==> src/rtl/sw_reg_pkg.sv <==
// -----------------------------------------------------------------------------
// sw_reg_pkg
// Shared definitions for the software register bank: the Wishbone response
// codes, the register word stride, the register count limit and a byte-lane
// merge helper.
// -----------------------------------------------------------------------------
package sw_reg_pkg;

    typedef enum logic [1:0] {
        WB_RESP_NONE = 2'b00,
        WB_RESP_ACK  = 2'b01,
        WB_RESP_ERR  = 2'b10
    } wb_resp_e;

    localparam int unsigned REG_STRIDE_BYTES = 4;
    localparam int unsigned REG_STRIDE_SHIFT = 2;
    localparam int unsigned MAX_NUM_REGS     = 16;
    // Wide enough to hold MAX_NUM_REGS itself (the commit slot in staged mode).
    localparam int unsigned IDX_W            = 5;

    // Replace only the byte lanes whose select bit is set.
    function automatic logic [31:0] merge_lanes(input logic [31:0] old_val,
                                                input logic [31:0] new_val,
                                                input logic [3:0]  sel);
        logic [31:0] res;
        res = old_val;
        for (int b = 0; b < 4; b++) begin
            if (sel[b]) begin
                res[8*b +: 8] = new_val[8*b +: 8];
            end
        end
        return res;
    endfunction

endpackage

==> src/rtl/sw_reg_wb_if.sv <==
// -----------------------------------------------------------------------------
// sw_reg_wb_if
// Wishbone slave front end: qualifies requests, decodes the word index,
// range-checks it and generates the single-cycle ack / err response.
//
// Ports
//   wb_clk_i, wb_rst_i          clock, synchronous active-high reset
//   wb_cyc_i, wb_stb_i          Wishbone cycle / strobe
//   wb_adr_i                    byte address
//   wb_ack_o, wb_err_o          registered response (never both high)
//   req_hit                     valid request to an existing register or commit slot
//   req_idx                     decoded word index of the current request
// -----------------------------------------------------------------------------
module sw_reg_wb_if
    import sw_reg_pkg::*;
#(
    parameter logic [31:0] C_BASEADDR = 32'h0000_0000,
    parameter logic [31:0] C_HIGHADDR = 32'h0000_FFFF,
    parameter int          NUM_REGS   = 4,
    parameter int          SHADOW     = 0
) (
    input  logic             wb_clk_i,
    input  logic             wb_rst_i,
    input  logic             wb_cyc_i,
    input  logic             wb_stb_i,
    input  logic [31:0]      wb_adr_i,
    output logic             wb_ack_o,
    output logic             wb_err_o,
    output logic             req_hit,
    output logic [IDX_W-1:0] req_idx
);

    // Staged mode exposes one extra word past the registers: the commit slot.
    localparam logic [31:0] IDX_LIMIT = 32'(NUM_REGS) + ((SHADOW != 0) ? 32'd1 : 32'd0);

    wb_resp_e    resp_q;
    logic        req_valid;
    logic        in_window;
    logic        in_range;
    logic [31:0] offset;
    logic [31:0] word_idx;

    // A pending response blocks the next request, so a held strobe is
    // answered on alternate cycles.
    assign req_valid = wb_cyc_i & wb_stb_i & (resp_q == WB_RESP_NONE);
    assign in_window = (wb_adr_i >= C_BASEADDR) && (wb_adr_i <= C_HIGHADDR);
    assign offset    = wb_adr_i - C_BASEADDR;
    assign word_idx  = offset >> REG_STRIDE_SHIFT;
    // Range check on the full index so high addresses never alias onto a register.
    assign in_range  = in_window && (word_idx < IDX_LIMIT);
    assign req_hit   = req_valid & in_range;
    assign req_idx   = word_idx[IDX_W-1:0];

    always_ff @(posedge wb_clk_i) begin
        if (wb_rst_i) begin
            resp_q <= WB_RESP_NONE;
        end else if (req_valid) begin
            resp_q <= in_range ? WB_RESP_ACK : WB_RESP_ERR;
        end else begin
            resp_q <= WB_RESP_NONE;
        end
    end

    assign wb_ack_o = (resp_q == WB_RESP_ACK);
    assign wb_err_o = (resp_q == WB_RESP_ERR);

endmodule

==> src/rtl/sw_reg_bank.sv <==
// -----------------------------------------------------------------------------
// sw_reg_bank
// Wishbone-mapped bank of NUM_REGS 32-bit software registers driving fabric
// logic. With SHADOW=0 writes land directly in the active registers; with
// SHADOW=1 writes are staged in shadow registers and copied to the active set
// all at once by writing 1 to the commit word at index NUM_REGS.
//
// Ports
//   wb_clk_i, wb_rst_i            clock, synchronous active-high reset
//   wb_cyc_i, wb_stb_i, wb_we_i   Wishbone cycle / strobe / write enable
//   wb_sel_i                      byte lane select
//   wb_adr_i, wb_dat_i            byte address, write data
//   wb_dat_o                      registered read data, zero outside read acks
//   wb_ack_o, wb_err_o            transfer acknowledge / error
//   fabric_data_out               active register values, reg i at [32i+31:32i]
//   fabric_wr_stb                 one-cycle pulse per active register update
// -----------------------------------------------------------------------------
module sw_reg_bank
    import sw_reg_pkg::*;
#(
    parameter logic [31:0] C_BASEADDR = 32'h0000_0000,
    parameter logic [31:0] C_HIGHADDR = 32'h0000_FFFF,
    parameter int          NUM_REGS   = 4,
    parameter int          SHADOW     = 0,
    parameter logic [31:0] RESET_VAL  = 32'h0000_0000
) (
    input  logic                    wb_clk_i,
    input  logic                    wb_rst_i,
    input  logic                    wb_cyc_i,
    input  logic                    wb_stb_i,
    input  logic                    wb_we_i,
    input  logic [3:0]              wb_sel_i,
    input  logic [31:0]             wb_adr_i,
    input  logic [31:0]             wb_dat_i,
    output logic [31:0]             wb_dat_o,
    output logic                    wb_ack_o,
    output logic                    wb_err_o,
    output logic [32*NUM_REGS-1:0]  fabric_data_out,
    output logic [NUM_REGS-1:0]     fabric_wr_stb
);

    logic [NUM_REGS-1:0][31:0] active_q;
    logic [NUM_REGS-1:0][31:0] shadow_q;
    logic                      req_hit;
    logic [IDX_W-1:0]          req_idx;
    logic                      commit_req;

    sw_reg_wb_if #(
        .C_BASEADDR (C_BASEADDR),
        .C_HIGHADDR (C_HIGHADDR),
        .NUM_REGS   (NUM_REGS),
        .SHADOW     (SHADOW)
    ) u_wb_if (
        .wb_clk_i   (wb_clk_i),
        .wb_rst_i   (wb_rst_i),
        .wb_cyc_i   (wb_cyc_i),
        .wb_stb_i   (wb_stb_i),
        .wb_adr_i   (wb_adr_i),
        .wb_ack_o   (wb_ack_o),
        .wb_err_o   (wb_err_o),
        .req_hit    (req_hit),
        .req_idx    (req_idx)
    );

    // Only a set bit 0 on an enabled lane 0 triggers the copy.
    assign commit_req = (SHADOW != 0) && (req_idx == IDX_W'(NUM_REGS))
                        && wb_dat_i[0] && wb_sel_i[0];

    // State changes on the same edge that samples the request, so the new
    // value and its strobe are both visible in the ack cycle.
    always_ff @(posedge wb_clk_i) begin
        if (wb_rst_i) begin
            for (int i = 0; i < NUM_REGS; i++) begin
                active_q[i] <= RESET_VAL;
                shadow_q[i] <= RESET_VAL;
            end
            wb_dat_o      <= '0;
            fabric_wr_stb <= '0;
        end else begin
            wb_dat_o      <= '0;
            fabric_wr_stb <= '0;
            if (req_hit) begin
                if (wb_we_i) begin
                    if (commit_req) begin
                        active_q      <= shadow_q;
                        fabric_wr_stb <= '1;
                    end else begin
                        for (int i = 0; i < NUM_REGS; i++) begin
                            if ((req_idx == IDX_W'(i)) && (wb_sel_i != 4'b0000)) begin
                                if (SHADOW != 0) begin
                                    shadow_q[i] <= merge_lanes(shadow_q[i], wb_dat_i, wb_sel_i);
                                end else begin
                                    active_q[i]      <= merge_lanes(active_q[i], wb_dat_i, wb_sel_i);
                                    fabric_wr_stb[i] <= 1'b1;
                                end
                            end
                        end
                    end
                end else begin
                    // The commit slot matches no register and reads back as 0.
                    for (int i = 0; i < NUM_REGS; i++) begin
                        if (req_idx == IDX_W'(i)) begin
                            wb_dat_o <= (SHADOW != 0) ? shadow_q[i] : active_q[i];
                        end
                    end
                end
            end
        end
    end

    assign fabric_data_out = active_q;

endmodule

==> config.mk <==
export PLATFORM = sky130hd
export DESIGN_NAME = sw_reg_bank
export DESIGN_NICKNAME = d
export VERILOG_FILES = /design/src/rtl/sw_reg_pkg.sv /design/src/rtl/sw_reg_wb_if.sv /design/src/rtl/sw_reg_bank.sv
export SDC_FILE = /design/constraint.sdc
export NUM_CORES = 1
export LEC_CHECK = 0
export ABC_AREA = 1
export BUFFER_PORTS_ARGS = -buffer_cell sky130_fd_sc_hd__buf_4
export CORE_AREA = 5 5 177 179
export CTS_BUF_LIST = sky130_fd_sc_hd__clkbuf_4
export CTS_CLUSTER_DIAMETER = 30
export DETAILED_ROUTE_END_ITERATION = 7
export DIE_AREA = 0 0 182 184
export GPL_TIMING_DRIVEN = 0
export SYNTH_ARGS = -nofsm -noshare
export SYNTH_HDL_FRONTEND = slang
export SYNTH_SLANG_ARGS = --single-unit
==> constraint.sdc <==
create_clock -name wb_clk_i -period 2.2 [get_ports wb_clk_i]
set_input_delay 0.44 -clock wb_clk_i [delete_from_list [all_inputs] [get_ports wb_clk_i]]
set_output_delay 0.44 -clock wb_clk_i [all_outputs]
set_load 0.005 [all_outputs]
# Word level (Yosys, flattened, before mapping)
# Index checks and enable logic that the tools add are counted.
# word_totals
wordCells	70
input_bits	73
ff_bits	166
out_inout_bits	166
# op_classes
eq_ne	5
order_cmp	3
n_mux	9
reduce_logical	28
bitwise_logic	6
# ops
cell	count
2-to-1 mux 32 bit	4
AND reduction 4 bit	16
greater-or-equal comparator 32 x 1 -> 1 bit, second input constant	1
less-or-equal comparator 32 x 16 -> 1 bit, second input constant	1
less-than comparator 30 x 3 -> 1 bit, second input constant	1
equality test 5 x 2 -> 1 bit, second input constant	2
logical AND 1 bit	6
OR reduction 3 bit	2
equality test 5 x 1 -> 1 bit, second input constant	1
logical NOT 5 bit	1
2-to-1 mux 1 bit	4
nonzero test 4 bit	1
AND 1 bit	3
inverter 1 bit	3
equality test 2 x 1 -> 1 bit, second input constant	1
equality test 2 bit, second input constant	1
logical NOT 2 bit	1
2-to-1 mux 2 bit	1
OR reduction 2 bit	1

# Longest topological paths before layout
# depth
ltp_word	6
depth_mapped	11
mapped_depth_nobuf	9

# Hierarchy
# From an unflattened synthesis, not the netlist that was laid out.
# unflattened
cells_unflattened	1287
hier_area_um2	8116.5
# modules_own_cells
module	area_per_inst_um2	cells_each	instances	seq_area_each_um2
sw_reg_bank	7887.6	1242	1	3283.1
sw_reg_wb_if	229.0	45	1	40.0

# Worst setup path after synthesis
# No wires, ideal clock.
# synth_timing
path_kind	input -> register
from	input port wb_sel_i[1]
to	register active_q (netlist bit fabric_data_out[29])
path_slack_ns	0.494
arrival_ns	1.593
setup_ns	0.113
path_buffers	1
cell_stages	8
t_required_ns	2.087
cell_sequence	nor2_1 nor3b_4 nor2_4 nand4_2 buf_2 nand2_1 nand2_1 nor2_1
# synth_via
elab_chain_len	3
# synth_lines
item	line_no	source
from (decl)	sw_reg_bank.sv:32	input logic [3:0] wb_sel_i,
nonzero test 4 bit	sw_reg_bank.sv:89	if ((req_idx == IDX_W'(i)) && (wb_sel_i != 4'b0000)) begin
logical AND 1 bit	sw_reg_bank.sv:89	
AND reduction 4 bit (no line)	--	
to (signal assigned)	sw_reg_bank.sv:85	active_q <= shadow_q;
to (signal, indexed assignment)	sw_reg_bank.sv:93	active_q[i] <= merge_lanes(active_q[i], wb_dat_i, wb_sel_i);
to (decl)	sw_reg_bank.sv:42	logic [NUM_REGS-1:0][31:0] active_q;
# No other way between the ends.
# A chain may end at the register's enable or synchronous reset.

# Worst setup path in the final report
# layout_timing
from	input port wb_adr_i[5]
to	register active_q (netlist bit fabric_data_out[54])
# layout_via
elab_chain_len	5
word_cells_on_any_way	9
classes_between	3 x order compare; 1 x eq/ne; 1 x bitwise; 4 x reduce/logical
# layout_lines
item	line_no	source
from (decl)	sw_reg_bank.sv:33	input logic [31:0] wb_adr_i,
greater-or-equal comparator 32 x 1 -> 1 bit or less-or-equal comparator 32 x 16 -> 1 bit (tied branches)	sw_reg_wb_if.sv:46	assign in_window = (wb_adr_i >= C_BASEADDR) && (wb_adr_i <= C_HIGHADDR);
logical AND 1 bit	sw_reg_wb_if.sv:46	
logical AND 1 bit	sw_reg_wb_if.sv:50	assign in_range = in_window && (word_idx < IDX_LIMIT);
AND 1 bit	sw_reg_wb_if.sv:51	assign req_hit = req_valid & in_range;
AND reduction 4 bit (no line) *	--	
# Mark *: on every way between the ends. The rest lies on a longest branch, timed or not.

==> metrics.txt <==
worst vdd ir=around 0.00030 V; Placer Congestion=0.808; die area=33500 um^2; CTS tree=yes; CTS Buf Count=17; Reg-to-Reg Start=u_wb_if.resp_q[0]; Seq/Total Area, Yosys=0.457; total gr overflow=0; most instantiated cells after synthesis=302 x nand2_1, 286 x nor2_1, 166 x dfxtp_1, 141 x inv_1, 56 x a21oi_1; Syn Nets=1144; Antenna Nets Post-Route=0; Setup Buffers After CTS=0; main area contributors after synthesis=dfxtp_1 46%, nand2_1 16%, nor2_1 15%, inv_1 7.3%, a21oi_1 3.9%; Worst-Margin Slew=slightly above 1 ns; total track usage=0.174; max-slew violation total from the final report=0; cell count after synthesis=between 1k and 1.5k; FF-to-FF setup slack=0.30 ns; Core ar.=~30000 um^2; switch share=0.273; status=finished, final reports clean; # rows=63; vias=7352; Max-slew headroom=0.313; final worst-path cycle share=0.951; worst hold path type=in -> reg; Static Leak=a little over 5 nW; Layout Skew=slightly below 0.02 ns; fraction of layout cells with a size suffix above 1=0.231; vias in the first global route=roughly 7k; Setup crit start kind=input pin; CP required=approximately 2.7 ns; I/O pin count=around 240; CP startpoint=wb_adr_i[5]; FMAX=around 480 MHz; WL/cell=17.3 um; htree depth=4; clock power share=0.373; Reg power frac=0.573; R2R cell count=9; Main synth FF type=dfxtp_1; critical path capture point=fabric_data_out[54]; worst reg2reg endpoint=fabric_data_out[30]; Post-synth EDFFs=0; final hold slack=about 0.11 ns; layout net count=between 1k and 1.5k; Sink Count=~170; P_sw=between 0.001 and 0.0015 W; total number of yosys warnings=0; initial DRC count=roughly 460; Yosys cell types=26; Initial Utilization=0.247; Internal=0.00382 W; synthesized cell area=about 7300 um^2; Area Growth Syn to Fin=35.4%; Max Buffers Root-to-Sink=2; Final Util=0.334; Via density=4.24; critical path type=in -> reg; Port Buffers=approximately 240; pin count of the biggest net entering global routing=17; CP Capture Type=flop; Synth area leader=dfxtp_1; Tmin final=between 2 and 2.5 ns; post-synthesis average cell area=roughly 6.8 um^2; first-pass detailed-route iteration total=5; initial antenna violation count=3; first-pass GRT wire length=about 44000 um; height of the die=roughly 180 um; root buf cell=clkbuf_4; data arrival time of the critical path=2.61 ns; Final Setup Violations=0; Fillers=between 3k and 4k; RSZ-0062 raised after global routing=false; final hold vios=0; asr flop ratio synth=0; #FFs+latches synth=between 150 and 200; WL final=30000 um; share of the synthesized area in the top cell type=0.457; detailed-placement wirelength estimate=approximately 22000 um; most instantiated library cell after synthesis=nand2_1; # DRC=0; Chip Width=between 150 and 200 um; pwr dens=roughly 530 nW/um^2; Clock transition at path regs=about 0.16 ns; Gate power share=0.054; CP Max Fanout=10; worst-skew pair later-pin latency=0.57 ns; max cap viols=0
cell families (layout without fill, tap and decap cells):
| group | count (synthesis) | count (layout) | share of synthesized area |
|---|---|---|---|
| compound gates | 88 | 88 | 0.0668 |
| flops | 166 | 166 | 0.457 |
| buf+inv | 189 | 458 | 0.112 |
| simple gates | 628 | 628 | 0.364 |
| other cells | 0 | 2 | 0 |
power by group through the flow:
stage	Combinational [W]	Sequential (W)	Clock [W]
2_1_floorplan	0.0000839	0.00307	0
3_3_place_gp	0.000280	0.00307	0
3_5_place_dp	0.000282	0.00307	0
4_1_cts	0.000284	0.00301	0.00202
5_1_grt	0.000304	0.00301	0.00213
6_report	0.000281	0.00301	0.00196
layout by cell type (no fill, tap or decap):
| cell | n |
|---|---|
| nand2_1 | 302 |
| and2_1 | 1 |
| nand3_1 | 4 |
| clkinvlp_4 | 1 |
| inv_6 | 6 |
| nand4_2 | 3 |
| bufinv_16 | 2 |
| nand4_1 | 5 |
| nand2_2 | 1 |
| nand4_4 | 9 |
| buf_1 | 2 |
| buf_6 | 9 |
| clkbuf_1 | 23 |
| buf_2 | 7 |
| nor2_8 | 1 |
| inv_1 | 141 |
| clkinv_1 | 2 |
| clkbuf_4 | 17 |
| o22ai_1 | 27 |
| nor3_1 | 9 |
| a21oi_1 | 56 |
| nor2_4 | 4 |
| inv_8 | 1 |
| dlygate4sd3_1 | 1 |
| nor2_2 | 2 |
| nor2_1 | 286 |
| clkinv_4 | 3 |
| dfxtp_1 | 166 |
| o21ai_0 | 2 |
| o221ai_1 | 3 |
| nor3b_4 | 1 |
| diode_2 | 2 |
| buf_8 | 1 |
| buf_4 | 241 |
| clkinv_2 | 1 |
cell type report:
class	count	area, um^2	area share
inverter	142	533	0.0542
tap	390	488	0.0496
antenna	2	5.00	0.000509
sequential	166	3320	0.338
timing repair buffer	237	1780	0.181
clock buffer	17	128	0.0130
clock inverter	15	166	0.0169
buffer	47	283	0.0288
multi-input combinational	716	3130	0.318
critical path, cell delays in order:
cell,delay [ns]
buf_4,0.12
nor2_4,0.14
nand3_1,0.41
nor2_2,0.36
nand4_1,0.52
buf_4,0.41
nand2_1,0.07
nand2_1,0.05
nor2_1,0.10
layer usage:
metal | share of wire | wire length, um | GRT usage | up-vias
met5 | 0.00043 | 13 | 0 | -
met4 | 0.0099 | 296 | 0.0342 | 2
met3 | 0.056 | 1670 | 0.0364 | 19
met2 | 0.49 | 14700 | 0.308 | 212
met1 | 0.44 | 13300 | 0.221 | 3374
li1 | - | - | - | 3745
per-stage QoR:
step           setup TNS [ns]  power [W]  instances  setup slack [ns]  area [um^2]
6_report                    0    0.00525       1732             0.108         9830
5_1_grt                     0    0.00544       1732            0.0543         9830
4_1_cts                     0    0.00532       1730            0.0922         9830
3_5_place_dp           -29.89    0.00336       1697            -0.558         9530
3_3_place_gp           -27.79    0.00335       1697            -0.537         9530
2_1_floorplan               0    0.00316       1071             0.494         7270
worst min-delay path by stage:
stage	to	start	cells past startpoint	slack [ns]
final	fabric_data_out[51]	wb_dat_i[19]	3	0.11
after global routing	fabric_data_out[2]	wb_dat_i[2]	3	0.05
after CTS	fabric_data_out[103]	wb_dat_i[7]	3	0.06
after detailed placement	wb_dat_o[9]	fabric_data_out[105]	2	0.47
after global placement	wb_dat_o[12]	fabric_data_out[108]	2	0.47
after floorplan	wb_dat_o[10]	fabric_data_out[106]	2	0.47
what timing repair did:
action | CTS | global route
hold buffers | 1 | 0
resized for setup | 0 | 0
hold endpoints to repair | 1 | 0
registers in the layout (all words and copies together), names as in the netlist:
register and count:
fabric_data_out 128, wb_dat_o 32, fabric_wr_stb 4, u_wb_if.resp_q 2
(Power assumes the default switching activity.)
